**config.mk**
```make
export PLATFORM = sky130hd
export DESIGN_NAME = uart_tx_arbiter
export DESIGN_NICKNAME = d
export VERILOG_FILES = /design/src/rtl/uart_tx_arbiter.sv
export SDC_FILE = /design/constraint.sdc
export NUM_CORES = 1
export LEC_CHECK = 0
export CAP_MARGIN = 20
export CORE_UTILIZATION = 41
export CTS_BUF_LIST = sky130_fd_sc_hd__clkbuf_4 sky130_fd_sc_hd__clkbuf_8
export CTS_CLUSTER_SIZE = 16
export DETAILED_ROUTE_END_ITERATION = 10
export PLACE_DENSITY = 0.75
export SLEW_MARGIN = 15
export SYNTH_ARGS = -nofsm -noshare
export SYNTH_HDL_FRONTEND = slang
export SYNTH_SLANG_ARGS = --single-unit
```
**constraint.sdc**
```tcl
create_clock -name sysclk -period 10.1 [get_ports sysclk]
set_input_delay 1.01 -clock sysclk [delete_from_list [all_inputs] [get_ports sysclk]]
set_output_delay 1.01 -clock sysclk [all_outputs]
set_load 0.01 [all_outputs]
```
**src/rtl/uart_tx_arbiter.sv**
```systemverilog
// uart_tx_arbiter
//   Shares one UART Sender between NUM_REQ byte producers. Requesters are
//   served round-robin. Each grant latches the winner's byte onto TX_DATA and
//   pulses req_ready. The next cycle pulses TX_EN. The arbiter then follows
//   TX_STATUS through busy and back to idle before it grants again.
//   Every output is registered.
//
// Parameters
//   NUM_REQ         number of requesters (2..8)
//   TIMEOUT_CYCLES  WAIT_ACK watchdog length (>= 1); used with the macro only
//
// Optional feature
//   `define UART_ARB_TIMEOUT_EN builds the WAIT_ACK watchdog. The watchdog
//   drives err_timeout and returns the FSM to IDLE. Without the macro,
//   err_timeout is tied to 0.
//
// Ports
//   sysclk       in   clock shared with the Sender
//   reset        in   synchronous, active-high
//   req_valid    in   [NUM_REQ]    per-requester byte pending
//   req_data     in   [8*NUM_REQ]  requester i byte in [8i+7:8i]
//   req_ready    out  [NUM_REQ]    one-hot, one-cycle grant pulse
//   TX_STATUS    in   Sender status: 1 = idle, 0 = transmitting
//   TX_DATA      out  [8]  byte handed to the Sender, held until next grant
//   TX_EN        out  one-cycle launch pulse
//   grant_id     out  [3]  index of the last granted requester
//   busy         out  1 whenever the FSM is not in IDLE
//   err_timeout  out  one-cycle watchdog pulse
module uart_tx_arbiter #(
  parameter int unsigned NUM_REQ        = 4,
  parameter int unsigned TIMEOUT_CYCLES = 4
) (
  input  logic                 sysclk,
  input  logic                 reset,
  input  logic [NUM_REQ-1:0]   req_valid,
  input  logic [8*NUM_REQ-1:0] req_data,
  output logic [NUM_REQ-1:0]   req_ready,
  input  logic                 TX_STATUS,
  output logic [7:0]           TX_DATA,
  output logic                 TX_EN,
  output logic [2:0]           grant_id,
  output logic                 busy,
  output logic                 err_timeout
);

  if (NUM_REQ < 2 || NUM_REQ > 8 || TIMEOUT_CYCLES < 1) begin : g_param_check
    $error("uart_tx_arbiter: NUM_REQ must be 2..8 and TIMEOUT_CYCLES >= 1");
  end

  typedef enum logic [1:0] {
    IDLE,
    LAUNCH,
    WAIT_ACK,
    WAIT_DONE
  } state_t;

  state_t               state;
  state_t               state_nxt;
  logic [2:0]           ptr;
  logic [2:0]           ptr_nxt;
  logic [7:0]           tx_data_nxt;
  logic [NUM_REQ-1:0]   req_ready_nxt;
  logic [2:0]           grant_id_nxt;
  logic                 tx_en_nxt;

  logic                 found;
  logic [2:0]           winner;
  logic [7:0]           win_data;
  logic [2:0]           ptr_adv;
  logic                 start;
  logic                 timeout_hit;
  int unsigned          idx;

  // Round-robin search: the first valid requester at or after ptr wins,
  // wrapping modulo NUM_REQ.
  always_comb begin
    found  = 1'b0;
    winner = '0;
    idx    = 0;
    for (int unsigned i = 0; i < NUM_REQ; i++) begin
      idx = 32'(ptr) + i;
      if (idx >= NUM_REQ) idx = idx - NUM_REQ;
      if (!found && ((req_valid >> idx) & NUM_REQ'(1)) != '0) begin
        found  = 1'b1;
        winner = 3'(idx);
      end
    end
  end

  always_comb begin
    win_data = '0;
    for (int unsigned i = 0; i < NUM_REQ; i++) begin
      if (32'(winner) == i) win_data = req_data[8*i +: 8];
    end
  end

  assign ptr_adv = (32'(winner) + 32'd1 >= NUM_REQ) ? '0 : winner + 3'd1;
  assign start   = found && TX_STATUS;

`ifdef UART_ARB_TIMEOUT_EN
  logic [15:0] to_cnt;
  logic        err_q;

  // The counter is cleared in every other state, so it reads 0 at the first
  // WAIT_ACK edge. The last allowed edge is TIMEOUT_CYCLES after TX_EN rose.
  always_ff @(posedge sysclk) begin
    if (reset || state != WAIT_ACK) to_cnt <= '0;
    else                            to_cnt <= to_cnt + 16'd1;
  end

  assign timeout_hit = (state == WAIT_ACK) && TX_STATUS &&
                       (to_cnt == 16'(TIMEOUT_CYCLES - 1));

  always_ff @(posedge sysclk) begin
    if (reset) err_q <= 1'b0;
    else       err_q <= timeout_hit;
  end

  assign err_timeout = err_q;
`else
  assign timeout_hit = 1'b0;
  assign err_timeout = 1'b0;
`endif

  // State and registered outputs.
  always_ff @(posedge sysclk) begin
    if (reset) begin
      state     <= IDLE;
      ptr       <= '0;
      TX_DATA   <= '0;
      req_ready <= '0;
      grant_id  <= '0;
      TX_EN     <= 1'b0;
      busy      <= 1'b0;
    end else begin
      state     <= state_nxt;
      ptr       <= ptr_nxt;
      TX_DATA   <= tx_data_nxt;
      req_ready <= req_ready_nxt;
      grant_id  <= grant_id_nxt;
      TX_EN     <= tx_en_nxt;
      busy      <= (state_nxt != IDLE);
    end
  end

  // Next-state logic.
  always_comb begin
    state_nxt = state;
    case (state)
      IDLE:      if (start) state_nxt = LAUNCH;
      LAUNCH:    state_nxt = WAIT_ACK;
      WAIT_ACK: begin
        if (!TX_STATUS)       state_nxt = WAIT_DONE;
        else if (timeout_hit) state_nxt = IDLE;
      end
      WAIT_DONE: if (TX_STATUS) state_nxt = IDLE;
      default:   state_nxt = IDLE;
    endcase
  end

  // Next values of the registered outputs.
  always_comb begin
    tx_data_nxt   = TX_DATA;
    req_ready_nxt = '0;
    grant_id_nxt  = grant_id;
    tx_en_nxt     = 1'b0;
    ptr_nxt       = ptr;
    if (state == IDLE && start) begin
      tx_data_nxt   = win_data;
      req_ready_nxt = NUM_REQ'(1) << winner;
      grant_id_nxt  = winner;
      ptr_nxt       = ptr_adv;
    end
    if (state == LAUNCH) tx_en_nxt = 1'b1;
  end

endmodule

```
==> results of run 1 <==
cells in the final DEF, fill, tap and decap left out, types with 5 or more instances in the layout:
cell and instances:
a211oi_1 13, a21oi_1 22, a221oi_1 8, clkdlybuf4s50_1 55
dfxtp_1 22, ha_1 7, inv_1 5, nand2_1 6
nor2_1 6, nor2b_1 11, nor3_1 11
worst reg2reg max path: stages (launching register included):
cell and delay, ns:
dfxtp_1 0.68, inv_1 0.18, ha_1 0.47, mux2_2 0.39, or3_1 0.38, a2111oi_1 0.44, a21oi_1 0.14, nand2_1 0.12
ha_1 0.15, nor2b_1 0.42, a221oi_1 0.16, nor3_1 0.22, a21oi_1 0.09, a211oi_1 0.24
cells by family (layout without fill, tap and decap cells):
group,after synthesis,count (layout)
fa+ha+maj,7,7
compound gates,60,60
flops,22,22
buf+inv,22,65
other cells,2,2
simple gates,54,54
mux,7,7
power by group through the flow:
stage	Clock (W)	Combinational, W	Sequential, W
after floorplan	0	0.000103	0.000108
after global placement	0	0.000146	0.000107
after detailed placement	0	0.000148	0.000108
after CTS	0.0000685	0.000149	0.000106
after global routing	0.0000716	0.000166	0.000108
final	0.0000667	0.000150	0.000106
worst max path at each step:
stage	startpoint	to	slack (ns)	depth (start not counted)
after CTS	ptr[0]	TX_DATA[2]	6.00	13
final	ptr[0]	TX_DATA[2]	5.95	13
after global placement	req_valid[2]	TX_DATA[2]	5.92	12
after floorplan	ptr[0]	TX_DATA[4]	6.26	17
after detailed placement	req_valid[2]	TX_DATA[2]	5.82	12
after global routing	ptr[0]	TX_DATA[7]	5.60	13
stage by stage:
step                      total power (W)  cell area (µm²)  hold slack, ns  setup slack, ns  cells
final                            0.000322             2050           0.504             5.95    263
after global routing             0.000345             2050           0.525             5.60    263
after floorplan                  0.000211             1480           0.460             6.26    174
after detailed placement         0.000256             2000           0.485             5.82    259
after CTS                        0.000324             2050           0.504             6.00    263
after global placement           0.000253             2000           0.473             5.92    259
flip-flops by register name, indices dropped and copies added (netlist names):
name and flops:
busy 1, req_ready 4, ptr 3, state 2
grant_id 3, TX_DATA 8, TX_EN 1
final cells by class:
class	instances	area, µm²
fill	304	1340
multi-input combinational	130	926
timing repair buffer	55	551
sequential	22	440
tap	46	57.6
clock inverter	1	30.0
clock buffer	3	22.5
inverter	6	22.5
routing by layer:
metal / track usage / vias to the layer above
met3: 0.0145 / 2
met5: 0 / -
met2: 0.312 / 46
met4: 0.0286 / 0
met1: 0.245 / 665
li1: - / 737
==> impl_metrics.env, run 1 <==
export IMPL_netlist_area_um2=1480
export IMPL_rsz0062_at_grt="no"
export IMPL_grt_max_degree=18
export IMPL_finalSetupViolCount=0
export IMPL_pwr_share_comb=0.464
export IMPL_synthAdderAreaFrac=0.0593
export IMPL_avgSynthCellArea_um2=8.49
export IMPL_grt_total_usage=0.179
export IMPL_min_to="grant_id[1]"
export IMPL_cts_tree="built"
export IMPL_via_count=1450
export IMPL_cts_resized=0
export IMPL_wl_mm=3.58
export IMPL_dieWidth_um=62.0
export IMPL_hold_start="grant_id[1]"
export IMPL_synth_top_family_by_area="compound AO/OA/AOI/OAI gates"
export IMPL_peakVddDrop_mv=0.0752
export IMPL_clockBufferDepth=2
export IMPL_syn_nets=220
export IMPL_synth_compound_area_share=0.288
export IMPL_slowest_stage="dfxtp_1"
export IMPL_grt_pass1_vias=1241
export IMPL_cts_sinks=22
export IMPL_synthArstFlopShare=0
export IMPL_drc_errors=0
export IMPL_wl_met1_mm=1.69
export IMPL_root_buffer="clkbuf_4"
export IMPL_start_util=0.436
export IMPL_wl_per_cell_um=13.6
export IMPL_critPathMaxStageDelay_ns=0.68
export IMPL_synth_edf_count=0
export IMPL_holdBufCountCts=0
export IMPL_critPathMaxFanout=16
export IMPL_synth_xor_area_frac=0
export IMPL_drt_pre_antenna_iters=4
export IMPL_r2r_end="TX_DATA[2]"
export IMPL_place_congestion=0.860
export IMPL_io_buffers=55
export IMPL_seq_power_share=0.329
export IMPL_crit_arrival_ns=4.38
export IMPL_cts_setup_buffers=0
export IMPL_drive_gt1_frac=0.0553
export IMPL_r2r_worst_path_cells=13
export IMPL_switchingPower_w=0.000111
export IMPL_design_portCount=57
export IMPL_path_clk_slew_ns=0.13
export IMPL_coreArea_um2=3390
export IMPL_rows=21
export IMPL_r2r_setup_slack_ns=5.95
export IMPL_die_area_um2=3850
export IMPL_finalNetCount=264
export IMPL_htree_levels=1
export IMPL_wl_met2_mm=1.73
export IMPL_yosys_area_share_simple=0.211
export IMPL_worst_slew_pin_transition_ns=0.920
export IMPL_place_hpwl_mm=2.83
export IMPL_maxSlewViolCount=0
export IMPL_routed_top_layer="met4"
export IMPL_fin_util=0.605
export IMPL_whs_path_depth=2
export IMPL_route_met3_wl_um=150
export IMPL_finClkSkew_ns=0.00948
export IMPL_die_y_um=62.0
export IMPL_clockPowerShare=0.207
export IMPL_hold_viol_final=0
export IMPL_switching_share=0.344
export IMPL_status="completed"
export IMPL_crit_type="reg2reg"
export IMPL_critPathTopFamily="simple AND/OR/NAND/NOR gates"
export IMPL_fin_crit_sh=0.410
export IMPL_grt_pass1_wl_mm=5.29
export IMPL_grt_overflow=0
export IMPL_power_density_nw_per_um2=157
export IMPL_clk_latency_ns=0.31
export IMPL_crit_required_ns=10.33
export IMPL_worstPathCellList="inv_1 > ha_1 > mux2_2 > or3_1 > a2111oi_1 > a21oi_1 > nand2_1 > ha_1 > nor2b_1 > a221oi_1 > nor3_1 > a21oi_1 > a211oi_1"
export IMPL_synthCells=174
export IMPL_endpoint_kind="register"
export IMPL_ant_nets=0
export IMPL_insertedDiodeCount=0
export IMPL_synth_mux_area_frac=0.0636
export IMPL_min_path_type="reg2reg"
export IMPL_drt_first_iter_violations=71
export IMPL_final_setup_tns_ns=0
export IMPL_ys_seq_elements=22
export IMPL_synth_top_cells_by_count="a21oi_1 (22), dfxtp_1 (22), a211oi_1 (13)"
export IMPL_p_int_w=0.000211
export IMPL_layout_min_cycle_time_ns=4.15
export IMPL_yosysTopAreaCellShare=0.298
export IMPL_antenna_found_initial=0
export IMPL_critPathLaunchType="register"
export IMPL_ys_top_cells_by_area="dfxtp_1 (30%), a21oi_1 (7.5%), a211oi_1 (6.6%)"
export IMPL_relSlewSlack=0.384
export IMPL_synth_distinct_cells=45
export IMPL_areaGrowthSynthToFinish_pct=38.8
export IMPL_vias_per_cell=5.51
export IMPL_power_leakage_nw=0.769
export IMPL_fmax_mhz=241
export IMPL_ys_warn_count=0
export IMPL_crit_buf_inv=1
export IMPL_r2r_start="ptr[0]"
export IMPL_synthFlopType="dfxtp_1"
export IMPL_yosys_area_top_type="dfxtp_1"
export IMPL_seq_area_frac_synth=0.298
export IMPL_numCtsBuffers=3
export IMPL_drv_cap=0
Note: power is estimated with default switching activity, not from simulation.
==> inputs of run 2 (changes only) <==
==> constraint.sdc (replaced) <==
create_clock -name sysclk -period 3.9 [get_ports sysclk]
set_input_delay 0.39 -clock sysclk [delete_from_list [all_inputs] [get_ports sysclk]]
set_output_delay 0.39 -clock sysclk [all_outputs]
set_load 0.01 [all_outputs]
==> impl_metrics.env, run 2 (synthesis gave the netlist of run 1 again) <==
export IMPL_status="completed"
export IMPL_worst_slew_pin_transition_ns=0.928
export IMPL_fmax_mhz=281
export IMPL_holdBufCountCts=0
export IMPL_peakVddDrop_mv=0.157
export IMPL_layout_min_cycle_time_ns=3.56
export IMPL_drive_gt1_frac=0.0724
export IMPL_crit_arrival_ns=3.77
export IMPL_drt_pre_antenna_iters=4
export IMPL_die_y_um=62.0
export IMPL_clockBufferDepth=2
export IMPL_fillCellCount=300
export IMPL_root_buffer="clkbuf_4"
export IMPL_grt_pass1_wl_mm=5.44
export IMPL_ant_nets=0
export IMPL_layout_commonest_cell="clkdlybuf4s50_1"
export IMPL_grt_pass1_vias=1317
export IMPL_min_path_type="reg2reg"
export IMPL_endpoint_kind="register"
export IMPL_insertedDiodeCount=0
export IMPL_relSlewSlack=0.379
export IMPL_finalNetCount=268
export IMPL_largest_reg_flops=8
export IMPL_largest_register="TX_DATA"
export IMPL_finalSetupViolCount=0
export IMPL_vias_per_cell=5.48
export IMPL_io_buffers=55
export IMPL_layout_common_cells="clkdlybuf4s50_1 (55), dfxtp_1 (22), a21oi_1 (22), a211oi_1 (13)"
export IMPL_wl_met1_mm=1.65
export IMPL_routed_top_layer="met4"
export IMPL_antenna_found_initial=0
export IMPL_wl_per_cell_um=13.5
export IMPL_rows=21
export IMPL_hold_viol_final=0
export IMPL_critPathMaxFanout=8
export IMPL_numCtsBuffers=3
export IMPL_cts_setup_buffers=0
export IMPL_areaGrowthSynthToFinish_pct=40.8
export IMPL_worstPathCellList="inv_1 > ha_1 > mux2_2 > or3_1 > a2111oi_1 > a21oi_1 > nand2_1 > ha_1 > nor2b_1 > a221oi_1 > nor3_1 > a21oi_1 > a211oi_1"
export IMPL_critPathLaunchType="register"
export IMPL_design_portCount=57
export IMPL_wl_mm=3.61
export IMPL_cts_sinks=22
export IMPL_power_density_nw_per_um2=407
export IMPL_route_met3_wl_um=161
export IMPL_placement_cell_area_um2=2030
export IMPL_wl_met2_mm=1.78
export IMPL_placed_cells=263
export IMPL_critPathMaxStageDelay_ns=0.46
export IMPL_finClkSkew_ns=0.00718
export IMPL_crit_required_ns=4.12
export IMPL_regArea_um2=440
export IMPL_fin_crit_sh=0.912
export IMPL_grt_total_usage=0.188
export IMPL_place_congestion=0.830
export IMPL_drv_cap=0
export IMPL_maxSlewViolCount=0
export IMPL_drc_errors=0
export IMPL_grt_overflow=0
export IMPL_slowest_stage="a2111oi_1"
export IMPL_dieWidth_um=62.0
export IMPL_die_area_um2=3850
export IMPL_cts_tree="built"
export IMPL_p_total_w=0.000845
export IMPL_reg_top3="TX_DATA: 8 flops, req_ready: 4 flops"
export IMPL_grt_max_degree=18
export IMPL_cts_resized=0
export IMPL_path_clk_slew_ns=0.12
export IMPL_start_util=0.436
export IMPL_via_count=1463
export IMPL_coreArea_um2=3390
export IMPL_final_cell_area_um2=2080
export IMPL_multi_input_area_um2=926
export IMPL_drt_first_iter_violations=117
export IMPL_clk_latency_ns=0.30
export IMPL_final_cell_count_no_fill=267
export IMPL_rsz0062_at_grt="no"
export IMPL_power_leakage_nw=0.791
export IMPL_place_hpwl_mm=2.84
export IMPL_htree_levels=1
export IMPL_crit_type="reg2reg"
export IMPL_final_setup_tns_ns=0
run 2: changes by cell type in the layout (fill, tap and decap cells not counted):
cell,delta
buf_4,+4
run 2: layout make-up:
type                    count  area share
inverters                   6      0.0108
well taps                  46      0.0277
clock buffers               3      0.0108
multi-input cells         130       0.445
repair buffers             59       0.279
clock inverters             1      0.0144
flip-flops and latches     22       0.212
run 2: path summary, 6_finish.rpt:
| path | endpoint | cells after the start | slack, ns | from |
|---|---|---|---|---|
| worst max-delay path | TX_DATA[1] | 13 | 0.34 | ptr[1] |
| worst min-delay path | grant_id[2] | 1 | 0.50 | grant_id[2] |
| worst max register to register | TX_DATA[1] | 13 | 0.34 | ptr[1] |
| worst min register to register | grant_id[2] | 1 | 0.50 | grant_id[2] |
run 2: where the power goes:
part	total, W	leakage (nW)	internal (W)	switching, W
logic	0.000407	0.582	0.000201	0.000207
registers	0.000266	0.180	0.000252	0.0000142
clock network	0.000172	0.0279	0.000104	0.0000683
run 2: worst max-delay path: cells and delay by family, from the launching register on:
family | cells | cell delay, ns
buffers and inverters | 1 | 0.08
flip-flops | 1 | 0.35
multiplexers | 1 | 0.36
adder cells (fa/ha/maj) | 2 | 0.46
AND/OR/NAND/NOR | 4 | 1.14
AO/OA/AOI/OAI | 5 | 1.08
run 2: stage by stage:
stage / setup slack, ns / utilization / hold slack (ns)
after floorplan: 0.0630 / - / 0.460
after global placement: 0.352 / 0.598 / 0.475
after detailed placement: 0.241 / 0.598 / 0.482
after CTS: 0.374 / 0.614 / 0.499
after global routing: 0.0874 / 0.614 / 0.527
final: 0.343 / 0.614 / 0.501
run 2: routing by layer:
metal	track usage	vias to the layer above
met1	0.237	659
met2	0.324	50
li1	-	750
met3	0.0228	4
met5	0	-
met4	0.0762	0
==> inputs of run 3 (changes only) <==
--- a/config.mk
+++ b/config.mk
@@ -10,7 +10,8 @@
 export CTS_BUF_LIST = sky130_fd_sc_hd__clkbuf_4 sky130_fd_sc_hd__clkbuf_8
 export CTS_CLUSTER_SIZE = 16
 export DETAILED_ROUTE_END_ITERATION = 10
-export PLACE_DENSITY = 0.75
+export DONT_BUFFER_PORTS = 1
+export PLACE_DENSITY = 0.54
 export SLEW_MARGIN = 15
 export SYNTH_ARGS = -nofsm -noshare
 export SYNTH_HDL_FRONTEND = slang
==> impl_metrics.env, run 3 (synthesis gave the netlist of run 1 again) <==
export IMPL_largest_reg_flops=8
export IMPL_layout_common_cells="dfxtp_1 (22), a21oi_1 (22), a211oi_1 (13), nor3_1 (11), nor2b_1 (10)"
export IMPL_path_clk_slew_ns=0.12
export IMPL_grt_pass1_vias=1281
export IMPL_power_leakage_nw=0.581
export IMPL_pre_cts_ws_ns=0.386
export IMPL_power_density_nw_per_um2=472
export IMPL_drc_errors=0
export IMPL_dieWidth_um=62.0
export IMPL_wl_mm=3.46
export IMPL_fmax_mhz=289
export IMPL_grt_pass1_wl_mm=5.72
export IMPL_maxSlewViolCount=0
export IMPL_rsz0062_at_grt="no"
export IMPL_critPathLaunchType="register"
export IMPL_relSlewSlack=0.430
export IMPL_rows=21
export IMPL_fin_util=0.451
export IMPL_final_setup_tns_ns=0
export IMPL_start_util=0.436
export IMPL_place_congestion=0.819
export IMPL_finClkSkew_ns=0.00646
export IMPL_r2r_setup_slack_ns=0.44
export IMPL_finalNetCount=214
export IMPL_endpoint_kind="register"
export IMPL_grt_max_degree=18
export IMPL_ant_nets=0
export IMPL_numCtsBuffers=3
export IMPL_drt_first_iter_violations=52
export IMPL_place_hpwl_mm=2.54
export IMPL_finalSetupViolCount=0
export IMPL_design_portCount=57
export IMPL_worst_slew_pin_transition_ns=0.852
export IMPL_clk_latency_ns=0.30
export IMPL_vias_per_cell=6.00
export IMPL_crit_arrival_ns=3.67
export IMPL_worst_hold_slack_ns=0.150
export IMPL_crit_type="reg2reg"
export IMPL_coreArea_um2=3390
export IMPL_layout_min_cycle_time_ns=3.46
export IMPL_antenna_found_initial=0
export IMPL_fin_ws_ns=0.442
export IMPL_via_count=1277
export IMPL_cts_sinks=22
export IMPL_reg_top3="TX_DATA: 8 flops, req_ready: 4 flops"
export IMPL_crit_required_ns=4.12
export IMPL_fin_crit_sh=0.887
export IMPL_peakVddDrop_mv=0.196
export IMPL_min_path_type="in2reg"
export IMPL_r2r_worst_path_cells=12
export IMPL_hold_viol_final=0
export IMPL_insertedDiodeCount=0
export IMPL_cts_tree="built"
export IMPL_whs_path_depth=1
export IMPL_drive_gt1_frac=0.114
export IMPL_grt_overflow=0
export IMPL_largest_register="TX_DATA"
export IMPL_die_y_um=62.0
export IMPL_drv_cap=0
export IMPL_htree_levels=1
export IMPL_io_buffers=0
export IMPL_drt_pre_antenna_iters=5
export IMPL_critPathMaxFanout=16
export IMPL_areaGrowthSynthToFinish_pct=3.47
export IMPL_die_area_um2=3850
export IMPL_status="completed"
export IMPL_wl_per_cell_um=16.2
export IMPL_clockBufferDepth=2
export IMPL_root_buffer="clkbuf_4"
export IMPL_grt_total_usage=0.200
-- run 3: changes by cell type in the layout (fill, tap and decap cells not counted) --
cell,delta
a2111oi_1,-1
nor2b_1,-1
nor2b_2,+1
bufinv_16,-1
clkbuf_8,+1
clkdlybuf4s50_1,-55
a2111oi_2,+1
buf_4,+1
-- run 3: final timing paths --
check,from,end
max,ptr[0],TX_DATA[0]
min,reset,TX_DATA[6]
max reg2reg,ptr[0],TX_DATA[0]
min reg2reg,state[1],TX_EN
-- run 3: final cells by class --
cell class                 instances  area [µm²]
clock buffer                       4        36.3
fill                             328        1860
inverter                           6        22.5
multi-input combinational        130         933
sequential                        22         440
tap                               46        57.6
timing repair buffer               5        37.5
-- run 3: power breakdown --
| group | switching (W) | internal [W] | total, W |
|---|---|---|---|
| Combinational | 0.000187 | 0.000136 | 0.000322 |
| Sequential | 0.0000270 | 0.000252 | 0.000279 |
| Clock | 0.0000636 | 0.0000568 | 0.000120 |
-- run 3: what timing repair did --
action,in CTS,in global routing
setup buffers,0,0
resized for setup,0,2
setup endpoints to repair,0,8
endpoints found under the hold margin,0,0
hold buffers,0,0
-- run 3: per-layer routing --
metal / up-vias / track usage / routed length, µm
met1: 587 / 0.254 / 1600
met2: 45 / 0.334 / 1620
met3: 4 / 0.0476 / 203
met5: - / 0 / 0
li1: 641 / - / -
met4: 0 / 0.0603 / 33
-- run 3: worst max-delay path, cell delays in order, from the launching register on --
cell	delay [ns]
dfxtp_1	0.35
inv_1	0.08
ha_1	0.31
mux2_2	0.36
or3_1	0.40
a2111oi_2	0.39
a21o_1	0.20
nor2_1	0.09
ha_1	0.22
ha_1	0.36
nor3_1	0.26
a21oi_1	0.09
a211oi_1	0.28
-- run 3: through the flow --
stage | std cells | cell area, µm² | total power (W)
finish | 213 | 1530 | 0.000721
detailed placement | 209 | 1480 | 0.000596
floorplan | 174 | 1480 | 0.000546
global placement | 209 | 1480 | 0.000591
CTS | 213 | 1520 | 0.000723
global route | 213 | 1530 | 0.000784
